## src/rtl/operand_dispenser.sv

```systemverilog
// operand_dispenser: streams up to three captured operands r0,r1,r2 over value/getFlag/ack; busy, done and err report status; reset is async active-low
module operand_dispenser #(
  parameter int WIDTH     = 8,
  parameter int MAX_WORDS = 3,
  localparam int CW       = $clog2(MAX_WORDS + 1)
) (
  input  logic             clk,
  input  logic             reset,
  input  logic             load,
  input  logic [CW-1:0]    count,
  input  logic [WIDTH-1:0] r0,
  input  logic [WIDTH-1:0] r1,
  input  logic [WIDTH-1:0] r2,
  output logic             busy,
  output logic [WIDTH-1:0] value,
  output logic             getFlag,
  input  logic             ack,
  output logic             done,
  output logic             err
);
  typedef enum logic [1:0] {IDLE, SEND, DONE} state_t;
  state_t state, state_nx;
  logic [WIDTH-1:0] op0, op1, op2;
  logic [CW-1:0] cnt, idx;
  logic take, last;
  assign take = state == IDLE && load && count != '0;
  assign last = idx == cnt - CW'(1);
  always_ff @(posedge clk or negedge reset)
    if (!reset) state <= IDLE;
    else        state <= state_nx;
  always_comb begin
    state_nx = state;
    case (state)
      IDLE:    state_nx = take ? SEND : IDLE;
      SEND:    state_nx = ack && last ? DONE : SEND;
      default: state_nx = IDLE;
    endcase
  end
  always_ff @(posedge clk or negedge reset)
    if (!reset) begin
      op0 <= '0;
      op1 <= '0;
      op2 <= '0;
      cnt <= '0;
      idx <= '0;
      err <= 1'b0;
    end else begin
      err <= state == IDLE && load && count == '0;
      if (take) begin
        op0 <= r0;
        op1 <= r1;
        op2 <= r2;
        cnt <= count;
        idx <= '0;
      end else if (state == SEND && ack && !last) idx <= idx + CW'(1);
    end
  assign busy    = state != IDLE;
  assign getFlag = state == SEND;
  assign done    = state == DONE;
  assign value   = state != SEND ? '0 : idx == CW'(0) ? op0 : idx == CW'(1) ? op1 : op2;
endmodule

```

## config.mk

```make
export PLATFORM = sky130hd
export DESIGN_NAME = operand_dispenser
export DESIGN_NICKNAME = d
export VERILOG_FILES = /design/src/rtl/operand_dispenser.sv
export SDC_FILE = /design/constraint.sdc
export NUM_CORES = 1
export LEC_CHECK = 0
export BUFFER_PORTS_ARGS = -buffer_cell sky130_fd_sc_hd__buf_2
export CAP_MARGIN = 20
export CORE_MARGIN = 5
export CORE_UTILIZATION = 53
export CTS_BUF_LIST = sky130_fd_sc_hd__clkbuf_8
export DETAILED_ROUTE_END_ITERATION = 10
export HOLD_SLACK_MARGIN = 0.08
export MAX_ROUTING_LAYER = met4
export PLACE_DENSITY = 0.89
export SLEW_MARGIN = 20
export SYNTH_ARGS = -nofsm -noshare
export SYNTH_HDL_FRONTEND = slang
export SYNTH_SLANG_ARGS = --single-unit
```

## constraint.sdc

```tcl
create_clock -name clk -period 2.1 [get_ports clk]
set_input_delay 0.42 -clock clk [delete_from_list [all_inputs] [get_ports clk]]
set_output_delay 0.42 -clock clk [all_outputs]
set_load 0.02 [all_outputs]
```

==> results of run 1 <==
per-stage QoR:
| stage | utilization (%) | instances |
|---|---|---|
| 6_report | 68.8 | 251 |
| 5_1_grt | 68.8 | 251 |
| 4_1_cts | 67.2 | 250 |
| 3_5_place_dp | 61.5 | 239 |
| 3_3_place_gp | 61.5 | 239 |
| 2_1_floorplan | - | 174 |
logic make-up after synthesis:
| group | synth area share (%) |
|---|---|
| AND/OR/NAND/NOR | 28.0 |
| flip-flops | 51.3 |
| AO/OA/AOI/OAI | 6.70 |
| buffers and inverters | 5.54 |
| multiplexers | 6.20 |
| adder cells (fa/ha/maj) | 1.65 |
| XOR/XNOR | 0.579 |
power by group through the flow:
| stage | registers (W) | clock network (W) | logic [W] |
|---|---|---|---|
| after floorplan | 0.00100 | 0 | 0.000999 |
| after global placement | 0.00103 | 0 | 0.00121 |
| after detailed placement | 0.00105 | 0 | 0.00125 |
| after CTS | 0.00104 | 0.000513 | 0.00136 |
| after global routing | 0.00109 | 0.000530 | 0.00161 |
| final | 0.00106 | 0.000498 | 0.00147 |
cell type report:
type                            count  share of cell area, %
Clock buffer                        7                   5.08
Clock inverter                      1                  0.198
Inverter                            4                  0.791
Multi-Input combinational cell    131                   36.7
Sequential cell                    31                   40.9
Tap cell                           31                   2.04
Timing Repair Buffer               46                   14.2
worst paths after layout:
kind	start	to	slack (ns)	cells after the start
worst max-delay path	idx[1]	value[0]	-0.04	8
worst min-delay path	reset	err	0.17	1
worst max register to register	idx[1]	idx[0]	0.44	6
worst min register to register	op1[3]	op1[3]	0.48	2
max in group asynchronous	reset	idx[0]	1.47	1
min in group clk	r2[1]	op2[1]	0.32	3
worst reg2reg max path, cell delays in order (launching register included):
cell	delay, ns
dfrtp_1	0.39
buf_4	0.14
buf_4	0.13
xnor2_1	0.22
mux2i_2	0.38
o211ai_1	0.16
o31ai_1	0.14
state kept, by name, indices dropped and copies added (netlist names):
| signal | cells |
|---|---|
| state | 2 |
| idx | 2 |
| op1 | 8 |
| op0 | 8 |
| err | 1 |
| op2 | 8 |
| cnt | 2 |
what timing repair did:
| item | in CTS | in global routing |
|---|---|---|
| resized for setup | 10 | 10 |
| setup buffers | 3 | 1 |
| cloned | 0 | 0 |
| endpoints found under the setup margin | 8 | 8 |
| pin swaps | 2 | 4 |
cell usage in the layout, fill, tap and decap left out, types with 3 or more instances in the layout:
master / n
nand2b_1: 3
mux2i_1: 5
clkbuf_8: 7
nor2_1: 16
buf_4: 10
a21oi_1: 6
buf_2: 35
nand2_1: 80
mux2i_2: 4
inv_1: 3
dfrtp_1: 30
layer usage:
metal,global-route usage [%],vias up,wire length [µm]
met1,20.9,589,1400
li1,-,635,-
met5,-,-,0
met3,5.15,6,201
met4,8.57,0,68
met2,26.1,37,1550
==> impl_metrics.tcl, run 1 <==
set metrics [dict create \
    status "complete, but fails checks" \
    violations "negative setup slack" \
    power_frac_seq_pct 35.0 \
    hold_viol 0 \
    yosys_warnings 0 \
    crit_path_end_kind "output port" \
    seqCellArea_um2 777 \
    viasPerCell 5.05 \
    grt_pass1_wl_mm 5.22 \
    fp.dieArea_mm2 0.00402 \
    cts-buffers-inserted 5 \
    crit_chain "inv_2 -> ha_4 -> buf_12 -> mux2i_2 -> nor2_1 -> a21oi_1 -> nor2_1 -> buf_4" \
    fin_crit_sh_pct 102 \
    required_ns 1.68 \
    drc_errors 0 \
    multi_input_area_um2 697 \
    timing.critical_path.buf_inv 3 \
    syn-num-nets 206 \
    rsz0062_at_grt "true" \
    p_comb_share_pct 48.5 \
    ys_ff_latch 31 \
    critPathTopFamily "flip-flops" \
    syn_avg_cell_area_um2 8.69 \
    place_ws_ns 0.185 \
    slowest_stage "dfrtp_1" \
    htree_levels 2 \
    routabilityCongestion 0.817 \
    cap_viol_max_count 0 \
    arrival_ns 1.72 \
    io_buffers 41 \
    final_layout_size_suffix_gt1_share_pct 30.9 \
    synth_cells 174 \
    wl_per_cell_um 12.8 \
    p_leak_nw 1.02 \
    grt_pass1_vias 1185 \
    cts.path.max_buffers 2 \
    ctsHoldBuffers 0 \
    intPower_w 0.00180 \
    p_per_area_mw_per_mm2 1590 \
    critical_path_class "flip-flop to output port" \
    netlist_area_mm2 0.00151 \
    power_w 0.00302 \
    yosysUniqueCellTypes 25 \
    ys_seq_area_share_pct 51.3 \
    final_area_mm2 0.00190 \
    start_util_pct 54.9 \
    hold_path.class "input pin to asynchronous set/reset pin" \
    antenna_left 0 \
    synthFlopType "dfrtp_1" \
    ys_top_cells_by_area "dfrtp_1 (51%), nand2_1 (20%), mux2i_1 (5.3%)" \
    finalWorstSetupSlack_ns -0.0380 \
    vdd_drop_max_v 0.00104 \
    path_clk_slew_ns 0.06 \
    critPathMaxFanout 8 \
    place_area_mm2 0.00170 \
    rows 19 \
    clock_sinks 31 \
    timing.critical_path.mode_cell "nor2_1" \
    nets 251 \
    synth_most_common_cell "nand2_1" \
    netlist_top_cells_count "nand2_1 (80), dfrtp_1 (31), nor2_1 (16)" \
    synthArstFlopShare_pct 100 \
    grt_usage_pct 17.2 \
    power_switching_w 0.00122 \
    cp-start-kind "flip-flop" \
    synth-edff-count 0 \
    routed-via-count 1267 \
    place_hpwl_mm 2.25 \
    cts_tree "done" \
    setup_viol 2 \
    slew_headroom_pct 30.7 \
    cts-root-buf "clkbuf_8" \
    netSwitchingFraction_pct 40.5 \
    dr.pass1.iters 4 \
    clock_latency_ns 0.28 \
    grt_start_max_net_pins 32 \
    antenna_found_initial 0 \
    skew_ns 0.00251 \
    die_h_um 63.4 \
    worst_slew_pin_slew_ns 1.04 \
    slew_viol_final 0 \
    diodes 0 \
    cp_slowest_stage_delay_ns 0.39 \
    setup_tns_ns -0.0385 \
    p_clk_share_pct 16.5 \
    gr-total-overflow 0 \
    fin_crit_ns 2.14 \
    holdWs_ns 0.168 \
    syn2layout_area_growth_pct 25.5 \
    wirelength_mm 3.23 \
    io-pin-count 42 \
    fmax_mhz 468 \
    fillers 227 \
    chipWidth_um 63.4 \
    synth_largest_area_cell "dfrtp_1" \
    synth_top_cell_area_share_pct 51.3 \
    drt_iter0_drc 59 \
    core_mm2 0.00276 \
]
Power figures use the tool's default switching activity.
==> run 2, diff against run 1 <==
--- a/config.mk
+++ b/config.mk
@@ -18,3 +18,4 @@
 export SYNTH_ARGS = -nofsm -noshare
 export SYNTH_HDL_FRONTEND = slang
 export SYNTH_SLANG_ARGS = --single-unit
+export TNS_END_PERCENT = 5
==> run 2 against run 1 <==
Effect of this change:
- the flow still finishes with violations (negative setup slack)
- total power fell by 2.0%
- largest cell class unchanged
- cell count decreased by 0.40%
- routed wire length fell by 0.74%
==> impl_metrics.tcl, run 2 (synthesis gave the netlist of run 1 again) <==
set metrics [dict create \
    status "complete, but fails checks" \
    violations "negative setup slack" \
    nets 250 \
    power_switching_w 0.00122 \
    grt.busiest_layer "met2" \
    arrival_ns 1.71 \
    wirelength_mm 3.20 \
    grt_pass1_vias 1208 \
    drc_errors 0 \
    slew_headroom_pct 33.1 \
    die_h_um 63.4 \
    chipWidth_um 63.4 \
    setup_tns_ns -0.0442 \
    final_cell_mix "nand2_1 (80), buf_2 (40), dfrtp_1 (30), nor2_1 (16), clkbuf_8 (7)" \
    io_buffers 41 \
    regToRegSetupSlack_ns 0.46 \
    viasPerCell 5.02 \
    p_comb_share_pct 47.0 \
    path_clk_slew_ns 0.06 \
    place_hpwl_mm 2.25 \
    final_common_cell "nand2_1" \
    diodes 0 \
    io-pin-count 42 \
    place_area_mm2 0.00170 \
    cp-start-kind "flip-flop" \
    routed-via-count 1254 \
    fin_crit_sh_pct 101 \
    final_core_util_pct 67.9 \
    globalRouteMet2Util_pct 26.3 \
    fmax_mhz 470 \
    vdd_drop_max_v 0.00101 \
    required_ns 1.68 \
    fin_crit_ns 2.13 \
    p_per_area_mw_per_mm2 1580 \
    final_layout_size_suffix_gt1_share_pct 31.1 \
    p_clk_share_pct 17.0 \
    antenna_left 0 \
    grtUsageMet1_pct 20.5 \
    dr.pass1.iters 4 \
    skew_ns 0.00475 \
    finalWorstSetupSlack_ns -0.0298 \
    final_area_mm2 0.00187 \
    cts.path.max_buffers 2 \
    ctsHoldBuffers 0 \
    htree_levels 2 \
    clock_latency_ns 0.28 \
    start_util_pct 54.9 \
    cp_slowest_stage_delay_ns 0.39 \
    core_mm2 0.00276 \
    slowest_stage "dfrtp_1" \
    ff2ff_path_depth 6 \
    wl_per_cell_um 12.8 \
    crit_path_end_kind "output port" \
    gr-total-overflow 0 \
    critical_path_class "flip-flop to output port" \
    r2r_start "idx[1]" \
    p_leak_nw 1.01 \
    critPathMaxFanout 8 \
    grt_pass1_wl_mm 5.26 \
    hold_path.class "input pin to asynchronous set/reset pin" \
    cp-startpoint "idx[1]" \
    setup_viol 2 \
    cts_tree "done" \
    slew_viol_final 0 \
    grt_usage_pct 17.3 \
    grtUsageMet3_pct 5.33 \
    power_w 0.00296 \
    cts-root-buf "clkbuf_8" \
    grt_start_max_net_pins 32 \
    timing.critical_path.mode_cell "nor2_1" \
    drt_iter0_drc 60 \
    cap_viol_max_count 0 \
    syn2layout_area_growth_pct 23.7 \
    intPower_w 0.00175 \
    rsz0062_at_grt "true" \
    netSwitchingFraction_pct 41.1 \
    rows 19 \
    fp.dieArea_mm2 0.00402 \
    crit_chain "inv_2 -> ha_4 -> buf_12 -> mux2i_2 -> nor2_1 -> a21oi_1 -> nor2_1 -> buf_4" \
    routabilityCongestion 0.817 \
    worst_slew_pin_slew_ns 1.00 \
    hold_viol 0 \
    clock_sinks 31 \
    r2r_end "idx[0]" \
    antenna_found_initial 0 \
    power_frac_seq_pct 36.0 \
    place_ws_ns 0.185 \
    largestRegisters "op0 x8, op1 x8, op2 x8" \
    cts-buffers-inserted 5 \
]
==> run 2: changes by cell type in the layout (fill, tap and decap cells not counted) <==
cell     previous run  this run
buf_2              35        40
ha_4                2         1
buf_4              10         4
ha_2                0         1
mux2i_2             4         5
mux2i_1             5         4
==> run 2: metal layers <==
metal	share of wire, %	up-vias
met1	43	585
met2	49	29
met3	6.2	5
met4	1.9	0
li1	-	635
met5	0	-
==> run 2: cell type report <==
class	instances	area, µm²
Fill cell	223	886
Sequential cell	31	777
Multi-Input combinational cell	131	691
Timing Repair Buffer	45	250
Clock buffer	7	96.3
Tap cell	31	38.8
Inverter	4	15.0
Clock inverter	1	3.75
==> run 2: power by group through the flow <==
stage               sequential [W]  combinational, W  clock, W
finish                     0.00107           0.00139  0.000504
global route               0.00110           0.00155  0.000530
CTS                        0.00104           0.00133  0.000513
detailed placement         0.00105           0.00125         0
global placement           0.00103           0.00121         0
floorplan                  0.00100          0.000999         0
==> run 2: worst max-delay path by stage <==
stage               end  slack (ns)  cells after the start
2_1_floorplan  value[0]        0.31                      7
3_3_place_gp   value[2]        0.24                      8
3_5_place_dp   value[4]        0.19                      8
4_1_cts        value[0]       -0.02                      8
5_1_grt        value[0]       -0.08                      8
6_report       value[0]       -0.03                      8
==> run 2: critical path: cells and delay by family (launching register included) <==
family	cells	cell delay, ns
flops	1	0.39
buf+inv	3	0.39
mux	1	0.22
compound gates	1	0.15
fa+ha+maj	1	0.14
simple gates	2	0.13
==> run 2: what timing repair did <==
item / 4_1_cts / 5_1_grt
cloned: 0 / 0
resized for setup: 7 / 8
endpoints found under the setup margin: 8 / 8
buffers inserted: 2 / 1
==> run 2: stage by stage <==
stage	hold WS (ns)	instances
final	0.170	250
after detailed placement	0.464	239
after global placement	0.457	239
after CTS	0.176	249
after floorplan	0.124	174
after global routing	0.227	250
==> run 3, diff against run 2 <==
==> constraint.sdc (replaced) <==
create_clock -name clk -period 2.42 [get_ports clk]
set_input_delay 0.484 -clock clk [delete_from_list [all_inputs] [get_ports clk]]
set_output_delay 0.484 -clock clk [all_outputs]
set_load 0.005 [all_outputs]
==> run 3 against run 2 <==
Effect of this change:
- the flow now finishes without violations
- cell area is 3.4% lower
- global-route usage is 0.81 points lower
- critical path depth is 1 lower
- worst hold slack better by 0.052 ns
- combinational power is 33% lower
- sequential share of layout area is 1.4 points higher
- utilization is 2.3 points lower
- sequential cell count stayed put
- largest cell class unchanged
- highest routed layer unchanged
==> impl_metrics.tcl, run 3 (synthesis gave the netlist of run 1 again) <==
set metrics [dict create \
    status "finished clean" \
    power_w 0.00236 \
    cp.depth 7 \
    critical_path_class "flip-flop to output port" \
    crit_path_end_kind "output port" \
    grt_pass1_vias 1130 \
    start_util_pct 54.9 \
    slowest_stage "dfrtp_1" \
    arrival_ns 1.74 \
    core_mm2 0.00276 \
    final_common_cell "nand2_1" \
    cp-start-kind "flip-flop" \
    htree_levels 2 \
    r2r_end "idx[1]" \
    final_layout_size_suffix_gt1_share_pct 26.0 \
    ff2ff_path_depth 4 \
    rsz0062_at_grt "false" \
    wl_per_cell_um 11.8 \
    io-pin-count 42 \
    critPathMaxFanout 8 \
    routed-via-count 1212 \
    gr-total-overflow 0 \
    timing.critical_path.buf_inv 2 \
    cts.path.max_buffers 2 \
    grt_usage_pct 16.5 \
    hold_viol 0 \
    vdd_drop_max_v 0.000907 \
    crit_chain "inv_1 -> ha_2 -> mux2i_1 -> nor2_1 -> a21oi_1 -> nor2_1 -> buf_2" \
    grt_start_max_net_pins 32 \
    drc_errors 0 \
    slew_viol_final 0 \
    final_core_util_pct 65.6 \
    dr.pass1.iters 4 \
    place_ws_ns 0.398 \
    viasPerCell 4.93 \
    fin_crit_ns 2.23 \
    wirelength_mm 2.91 \
    fin_crit_sh_pct 92.1 \
    syn2layout_area_growth_pct 19.5 \
    critPathTopFamily "flip-flops" \
    path_clk_slew_ns 0.06 \
    required_ns 1.94 \
    clock_latency_ns 0.29 \
    cts_setup_buffers 0 \
    diodes 0 \
    largestRegisters "op0 x8, op1 x8, op2 x8" \
    antenna_left 0 \
    cp-endpoint "value[4]" \
    final_cell_mix "nand2_1 (80), buf_2 (41), dfrtp_1 (31), nor2_1 (16)" \
    setup_viol 0 \
    io_buffers 41 \
    cp_slowest_stage_delay_ns 0.40 \
    hold_path.class "input pin to asynchronous set/reset pin" \
    cp-startpoint "idx[1]" \
    cap_viol_max_count 0 \
    holdWs_ns 0.222 \
    regToRegSetupSlack_ns 0.93 \
    fp.dieArea_mm2 0.00402 \
    fmax_mhz 449 \
    skew_ns 0.00536 \
    timing.critical_path.mode_cell "nor2_1" \
    cts-buffers-inserted 5 \
    chipWidth_um 63.4 \
    seqCellArea_um2 776 \
    setup_tns_ns 0 \
    r2r_start "state[1]" \
    nets 246 \
    slew_headroom_pct 32.4 \
    multi_input_area_um2 656 \
    p_leak_nw 0.992 \
    worst_slew_pin_slew_ns 1.01 \
    cts-root-buf "clkbuf_8" \
    rows 19 \
    drt_iter0_drc 41 \
    finalWorstSetupSlack_ns 0.192 \
    routabilityCongestion 0.795 \
    p_per_area_mw_per_mm2 1300 \
    clock_sinks 31 \
    place_hpwl_mm 2.14 \
    grt_pass1_wl_mm 4.94 \
    cts_tree "done" \
    die_h_um 63.4 \
    antenna_found_initial 0 \
    fillers 256 \
]
==> run 3: worst min-delay path by stage <==
stage	end	cells past startpoint
after floorplan	cnt[0]	0
after global placement	op0[4]	2
after detailed placement	op0[0]	2
after CTS	op1[6]	1
after global routing	op2[4]	1
final	op2[4]	1
==> run 3: layout make-up <==
| cell class | count | share of cell area, % |
|---|---|---|
| multi-input cells | 131 | 36.3 |
| flip-flops and latches | 31 | 42.9 |
| repair buffers | 41 | 11.3 |
| clock buffers | 6 | 4.57 |
| well taps | 31 | 2.15 |
| clock inverters | 2 | 1.94 |
| inverters | 4 | 0.830 |
==> run 3: metal layers <==
metal	vias to the layer above	global-route usage (%)	wire length [µm]
met5	-	-	0
met2	37	22.5	1300
met3	8	4.62	225
met1	544	20.7	1280
li1	623	-	-
met4	0	11.9	97
==> run 3: what timing repair did <==
action                     CTS  global route
setup endpoints to repair    0             8
resized for setup            0             1
hold buffers                 0             0
==> run 3: per-stage QoR <==
step | cells | instance area, µm²
4_1_cts | 246 | 1810
3_5_place_dp | 238 | 1690
6_report | 246 | 1810
3_3_place_gp | 238 | 1690
2_1_floorplan | 174 | 1510
5_1_grt | 246 | 1810
==> run 3: report_power, final <==
group / leakage, nW / internal (W) / total (W) / switching (W)
combinational: 0.544 / 0.000410 / 0.000928 / 0.000518
clock: 0.0612 / 0.000333 / 0.000522 / 0.000190
sequential: 0.387 / 0.000753 / 0.000907 / 0.000154
total: 0.992 / 0.00150 / 0.00236 / 0.000862
